File: config.mk
export PLATFORM = sky130hd
export DESIGN_NAME = instr_fetch
export DESIGN_NICKNAME = d
export VERILOG_FILES = /design/src/rtl/instr_fetch.sv
export SDC_FILE = /design/constraint.sdc
export NUM_CORES = 1
export LEC_CHECK = 0
export ABC_AREA = 1
export BUFFER_PORTS_ARGS = -buffer_cell sky130_fd_sc_hd__buf_2
export CORE_UTILIZATION = 40
export DETAILED_ROUTE_END_ITERATION = 6
export SLEW_MARGIN = 20
export SYNTH_ARGS = -nofsm -noshare
export SYNTH_HDL_FRONTEND = slang
export SYNTH_SLANG_ARGS = --single-unit
File: constraint.sdc
create_clock -name i_clk -period 2.9 [get_ports i_clk]
set_input_delay 0.29 -clock i_clk [delete_from_list [all_inputs] [get_ports i_clk]]
set_output_delay 0.29 -clock i_clk [all_outputs]
set_load 0.1 [all_outputs]
File: src/rtl/instr_fetch.sv
// Instruction fetch stage: PC, req/ack instruction-memory handshake, instruction register and next-PC logic.
// Optional FETCH_PERF_CNT_EN builds a saturating counter of cycles spent waiting for the memory ack.
module instr_fetch #(
    parameter logic [31:0] RESET_PC = 32'h0000_0000,
    parameter int          STALL_W  = 16
) (
    input  logic               i_clk,
    input  logic               i_rst_n,
    output logic               o_imemReq,
    output logic [31:0]        o_imemAddr,
    input  logic               i_imemAck,
    input  logic [31:0]        i_imemData,
    output logic [31:0]        o_instr,
    output logic [5:0]         o_opcode,
    output logic               o_instrValid,
    output logic [31:0]        o_pc,
    output logic [31:0]        o_pcPlus4,
    input  logic               i_advance,
    input  logic               i_beq,
    input  logic               i_bne,
    input  logic               i_jump,
    input  logic               i_zero,
    output logic [STALL_W-1:0] o_stallCycles
);

    localparam logic [31:0] RESET_PC_ALIGNED = {RESET_PC[31:2], 2'b00};

    typedef enum logic [2:0] {
        S_RESET = 3'b001,
        S_REQ   = 3'b010,
        S_HOLD  = 3'b100
    } fetchState_t;

    fetchState_t state;
    fetchState_t stateNext;

    logic [31:0] pcReg;
    logic [31:0] instrReg;
    logic        validReg;
    logic        loadInstr;
    logic        takeAdvance;
    logic [31:0] pcPlus4;
    logic [31:0] branchTarget;
    logic [31:0] jumpTarget;
    logic [31:0] pcNext;
    logic        branchTaken;

    always_ff @(posedge i_clk or negedge i_rst_n) begin
        if (!i_rst_n) begin
            state    <= S_RESET;
            pcReg    <= RESET_PC_ALIGNED;
            instrReg <= '0;
            validReg <= 1'b0;
        end else begin
            state    <= stateNext;
            validReg <= loadInstr;
            if (loadInstr) begin
                instrReg <= i_imemData;
            end
            if (takeAdvance) begin
                pcReg <= pcNext;
            end
        end
    end

    // Acks are only honoured in S_REQ and advances only in S_HOLD; anything else is dropped.
    always_comb begin
        stateNext   = state;
        loadInstr   = 1'b0;
        takeAdvance = 1'b0;
        case (state)
            S_RESET: stateNext = S_REQ;
            S_REQ: begin
                if (i_imemAck) begin
                    loadInstr = 1'b1;
                    stateNext = S_HOLD;
                end
            end
            S_HOLD: begin
                if (i_advance) begin
                    takeAdvance = 1'b1;
                    stateNext   = S_REQ;
                end
            end
            default: stateNext = S_RESET;
        endcase
    end

    // Jump beats branches; beq and bne together act as "taken if either condition holds".
    always_comb begin
        pcPlus4      = pcReg + 32'd4;
        branchTarget = pcPlus4 + {{14{instrReg[15]}}, instrReg[15:0], 2'b00};
        jumpTarget   = {pcPlus4[31:28], instrReg[25:0], 2'b00};
        branchTaken  = (i_beq & i_zero) | (i_bne & ~i_zero);
        if (i_jump) begin
            pcNext = jumpTarget;
        end else if (branchTaken) begin
            pcNext = branchTarget;
        end else begin
            pcNext = pcPlus4;
        end
        pcNext[1:0] = 2'b00;
    end

    assign o_imemReq    = (state == S_REQ);
    assign o_imemAddr   = pcReg;
    assign o_pc         = pcReg;
    assign o_pcPlus4    = pcPlus4;
    assign o_instr      = instrReg;
    assign o_opcode     = instrReg[31:26];
    assign o_instrValid = validReg;

`ifdef FETCH_PERF_CNT_EN
    localparam logic [STALL_W-1:0] STALL_ONE = 1;

    logic [STALL_W-1:0] stallCnt;

    // Saturates rather than wrapping so a long stall never reads back as a short one.
    always_ff @(posedge i_clk or negedge i_rst_n) begin
        if (!i_rst_n) begin
            stallCnt <= '0;
        end else if ((state == S_REQ) && !i_imemAck && (stallCnt != '1)) begin
            stallCnt <= stallCnt + STALL_ONE;
        end
    end

    assign o_stallCycles = stallCnt;
`else
    assign o_stallCycles = '0;
`endif

endmodule

; Word-level counts from Yosys, hierarchy flattened
; Index checks and enable logic that the tools add are counted.
[classes]
addsub = 2
muxes = 9
n_reduce_logical = 1
eq_ne = 5
bitwise = 4
[ops]
columns = cell, n
row1 = $mux 32, 2
row2 = $add 32x3->32 const B, 1
row3 = $add 32x32->32, 1
row4 = $pmux 3 s3, 1
row5 = $mux 3, 2
row6 = $mux 1, 4
row7 = $eq 3x1->1 const B, 1
row8 = $eq 3x2->1 const B, 1
row9 = $eq 3x3->1 const B, 1
row10 = $and 1x1->1, 2
row11 = $ne 2x1->1 const B, 1
row12 = $ne 2x2->1 const B, 1
row13 = $reduce_and 2->1, 1
row14 = $not 1->1, 1
row15 = $or 1x1->1, 1
[word_totals]
word_cells = 25
reg_bits = 66

; Longest topological paths before layout
[logic_depth]
depth_word = 5
depth_mapped = 22
mapped_depth_nobuf = 22

; Worst setup path before layout
; OpenSTA, ideal clock, no wires.
[synth_timing]
path_kind = register to register
from = register pcReg[2], in the netlist o_imemAddr[2]
to = register pcReg[23], in the netlist o_imemAddr[23]
path_stages_with_launch = 18
setup_slack_ns = -2.084
t_required_ns = 2.816
t_arrival_ns = 4.900
path_cell_list = dfrtp_1 -> inv_2 -> nor2_2 -> inv_1 -> nor2_2 -> xor2_1 -> ha_1 -> nand2_1 -> inv_1 -> nand2_1 -> nand3_1 -> a21oi_1 -> nand2_1 -> nand2_1 -> nand2_1 -> nand2_1 -> nand3_1 -> a21boi_0
[synth_between]
elab_chain_cells = 4
[synth_lines]
columns = item, line
row1 = "start, declared", 37  ; logic [31:0] pcReg;
row2 = "start signal, assigned", 61  ; pcReg <= pcNext;
row3 = $add 32x3->32, 91  ; pcPlus4 = pcReg + 32'd4;
row4 = net o_pcPlus4[2], 17  ; output logic [31:0] o_pcPlus4,
row5 = $add 32x32->32, 92  ; branchTarget = pcPlus4 + {{14{instrReg[15]}}, instrReg[15:0], 2'b00};
row6 = $mux 32, 97  ; end else if (branchTaken) begin
row7 = $mux 32, 95  ; if (i_jump) begin
; The timed path passes the listed nets, and every way through them passes these cells.
; A chain may end at the register's enable or synchronous reset.

; Final worst setup path
[layout_timing]
from = register pcReg[3], in the netlist o_imemAddr[3]
to = register pcReg[18], in the netlist o_imemAddr[18]
[layout_between]
elab_chain_cells = 4
[layout_lines]
columns = item, line
row1 = $add 32x3->32 *, 91
row2 = $add 32x32->32, 92
row3 = $mux 32 *, 97
row4 = $mux 32 *, 95
; Every way passes the cells marked *; elsewhere a longest branch is shown, timed or not.

==> results by group <==
Run status
  – Status: finished, final reports clean

Critical path
  – Startpoint types: flip-flop
  – R2R setup slack: between 15 and 20 ps
  – Critical Path Fanout Max: 4
  – Arr. time, crit path: between 3000 and 4000 ps
  – Setup CP Type: reg -> reg
  – Crit path required time: approximately 3200 ps
  – Crit. End Element: flip-flop

Synth
  – Synth area leader: dfrtp_1
  – Share of the synthesized area in the top cell type: about a quarter
  – Number of distinct library cells after synthesis: 50
  – Sequential element share of the synthesized area: roughly 25%
  – Synthesized instance count: around 1,100
  – Yosys warning count: 0
  – Post-synth EDFFs: 0
  – Ys flop type: dfrtp_1
  – Top cells by area, synth: dfrtp_1 (25%), nand2_1 (23%), inv_1 (8.6%), ha_1 (6.9%), buf_4 (6.6%)
  – Register bit total from synthesis: 66
  – Avg Cell Area, Syn: a little over 6 um^2
  – Synth async-reset ratio: between 90% and 100%
  – Syn Std Cell Area: about 6600 um^2

Clock network
  – CTS root buf: clkbuf_16
  – CTS tree: yes
  – Clock buffer depth: 2
  – TritonCTS buffer count: 9
  – Reg clk slew, reported paths: ~60 ps
  – H-tree depth: 3
  – Clk Latency, worst-skew pair: 350 ps
  – Clk sinks: 66

Die
  – Number of top-level pins: about 190
  – Core area: approximately 16,000 um^2
  – Num rows: 46
  – Starting Density: approximately two fifths
  – Die area: 16,900 um^2
  – Chip height: around 130 um
  – Die width: 130 um

Timing
  – RSZ-0062 raised after global routing: true
  – Slew margin rel.: between 30 and 40%
  – Worst setup margin: approximately 20 ps
  – Pins over their slew limit: 0
  – Period minus WS final: between 2000 and 3000 ps
  – Final Hold Vio Count: 0
  – Achievable frequency: ~0.35 GHz
  – Worst Tran Pin Value: slightly above 1000 ps
  – Worst Skew: between 8 and 9 ps
  – Fin crit share: just under 100%
  – Final setup violation count: 0

Global route
  – First-pass GRT wire length: between 30 and 40 mm
  – Antenna violations before repair: 0
  – Vias in the first global route: 6,947
  – Global Route Usage Sum: between 20% and 30%
  – GR Overflow Total: 0
  – Largest net degree at the start of global routing: 47

Placement
  – Placed cells: 1,490
  – Hpwl dp: roughly 19 mm
  – RD Place Congestion: approximately 0.95
  – Cell Area, Placed: about 8500 um^2
  – Dpl ws: -268 ps
  – IO Port Bufs: around 170

Final layout
  – Post-Layout Cell Count: ~1,500
  – Multi-input gate area: between 4000 and 5000 um^2
  – FF+latch area: approximately 1700 um^2
  – Share of cells above drive strength 1: a little over two fifths
  – Fillcell total: ~1,500
  – P&R area growth vs syn: 48.9%
  – Number of diodes: 0
  – Final Instance Area: ~9800 um^2
  – Final nets: around 1,400

Route
  – Total via count in the routed design: roughly 7,600
  – Initial drt markers: 525
  – Post-route ant nets: 0
  – Drt first pass iters: 5
  – DR WL/cell: 16.0 um
  – DRC viols: 0
  – DRT Wirelength: approximately 24 mm
  – Vias per cell: 4.94

Min path
  – HP Class: in -> reg

Job
  – Max-Cap Viols: 0
-- cells by family after synthesis --
kind of cell	Yosys count	synth area share, %
other	1	0.0571
flip-flops	66	25.2
buffers and inverters	229	17.0
AO/OA/AOI/OAI	108	9.61
XOR/XNOR	23	3.18
adder cells (fa/ha/maj)	37	7.17
AND/OR/NAND/NOR	590	37.8
-- layout make-up --
| class | instances | share of cell area, % |
|---|---|---|
| clock inverter | 5 | 0.538 |
| timing repair buffer | 300 | 19.5 |
| sequential | 66 | 17.5 |
| inverter | 153 | 6.23 |
| clock buffer | 11 | 2.59 |
| multi-input combinational | 780 | 50.8 |
| tap | 216 | 2.76 |
-- repair_timing --
| action | in CTS | in global routing |
|---|---|---|
| endpoints found under the setup margin | 15 | 22 |
| resized for setup | 39 | 147 |
| hold buffers | 0 | 1 |
| pin swaps | 20 | 73 |
| endpoints found under the hold margin | 0 | 20 |
| setup buffers | 12 | 12 |
-- layout by cell type (no fill, tap or decap), drive strengths merged, types with 2 or more instances in the layout --
master | netlist | final
a32oi | 2 | 2
nor2 | 77 | 77
o21ai | 22 | 22
clkinv | 1 | 4
conb | 1 | 22
nand4 | 8 | 8
clkbuf | 7 | 11
o22ai | 2 | 2
o31ai | 2 | 2
ha | 36 | 36
a21oi | 54 | 54
nand3 | 66 | 66
o21bai | 6 | 6
nand3b | 4 | 4
nor3 | 13 | 13
a22oi | 4 | 4
a21boi | 10 | 10
o21a | 3 | 3
clkinvlp | 0 | 9
and2 | 8 | 8
dfrtp | 65 | 65
inv | 152 | 144
xor2 | 22 | 22
or2 | 7 | 7
nand2 | 405 | 405
buf | 69 | 299
-- through the flow --
| step | TNS [ps] | hold slack (ps) | util, % |
|---|---|---|---|
| 5_1_grt | -1790 | 137 | 61.3 |
| 2_1_floorplan | -10600 | -5.59 | - |
| 6_report | 0 | 127 | 61.3 |
| 3_5_place_dp | -1630 | 482 | 53.2 |
| 4_1_cts | -45.6 | 127 | 57.0 |
| 3_3_place_gp | -1250 | 482 | 53.2 |
-- cell usage after synthesis (2+ instances only) --
| cell type | count |
|---|---|
| nand2_1 | 399 |
| inv_1 | 150 |
| nor2_1 | 67 |
| dfrtp_1 | 65 |
| nand3_1 | 65 |
| buf_4 | 58 |
| a21oi_1 | 54 |
| ha_1 | 36 |
| xor2_1 | 21 |
| o21ai_0 | 19 |
| nor3_1 | 10 |
| and2_1 | 8 |
| nand4_1 | 8 |
| nor2_2 | 7 |
| buf_2 | 6 |
| clkbuf_1 | 6 |
| nand2_2 | 6 |
| o21bai_1 | 6 |
| or2_2 | 5 |
| a21boi_0 | 4 |
| a22oi_1 | 4 |
| nand3b_1 | 4 |
| a21boi_1 | 3 |
| a21boi_2 | 3 |
| buf_6 | 3 |
| nor2_4 | 3 |
| o21a_1 | 3 |
| o21ai_1 | 3 |
| a32oi_1 | 2 |
| buf_1 | 2 |
| inv_2 | 2 |
| nor3_4 | 2 |
| o22ai_1 | 2 |
| o31ai_1 | 2 |
-- flip-flops by register name, indices dropped and copies added (netlist names) --
| signal | flops |
|---|---|
| state | 3 |
| o_instrValid | 1 |
| o_instr | 32 |
| o_imemAddr | 30 |
-- per-layer routing --
metal	track usage [%]	share of wire [%]	vias up
li1	-	-	3717
met1	40.4	45	3505
met2	46.7	46	295
met3	5.70	6.6	53
met4	9.30	2.9	0
met5	0	0	-
-- worst paths after layout --
kind                                           start                         end  depth (start not counted)
setup / recovery           o_imemAddr[3]$_DFFE_PN0P_  o_imemAddr[18]$_DFFE_PN0P_                         19
hold / removal                         i_imemData[9]      o_instr[9]$_DFFE_PN0P_                          3
setup reg to reg           o_imemAddr[3]$_DFFE_PN0P_  o_imemAddr[18]$_DFFE_PN0P_                         19
hold reg to reg              o_instr[29]$_DFFE_PN0P_     o_instr[29]$_DFFE_PN0P_                          2
max in group asynchronous                    i_rst_n        state[0]$_DFFE_PN1P_                          4
min in group asynchronous                    i_rst_n      o_instr[3]$_DFFE_PN0P_                          2
-- worst max-delay path: stages (launching register included) --
cell        delay [ps]
dfrtp_4            440
ha_4               150
inv_4               40
nor3_4             180
nand2_2            110
nor2_4             160
xor2_2             220
clkinvlp_4         160
ha_4               280
nand2_4             90
inv_2               40
a21oi_2            140
nand2_2            120
nand2_2            120
nand2_4             80
nand2_1             80
nand2_1             50
nand2_1             50
nand3_1            140
a21boi_2           150
Power is not shown: default switching activity piles up to over one toggle a cycle in this logic, so the estimate is an artifact.
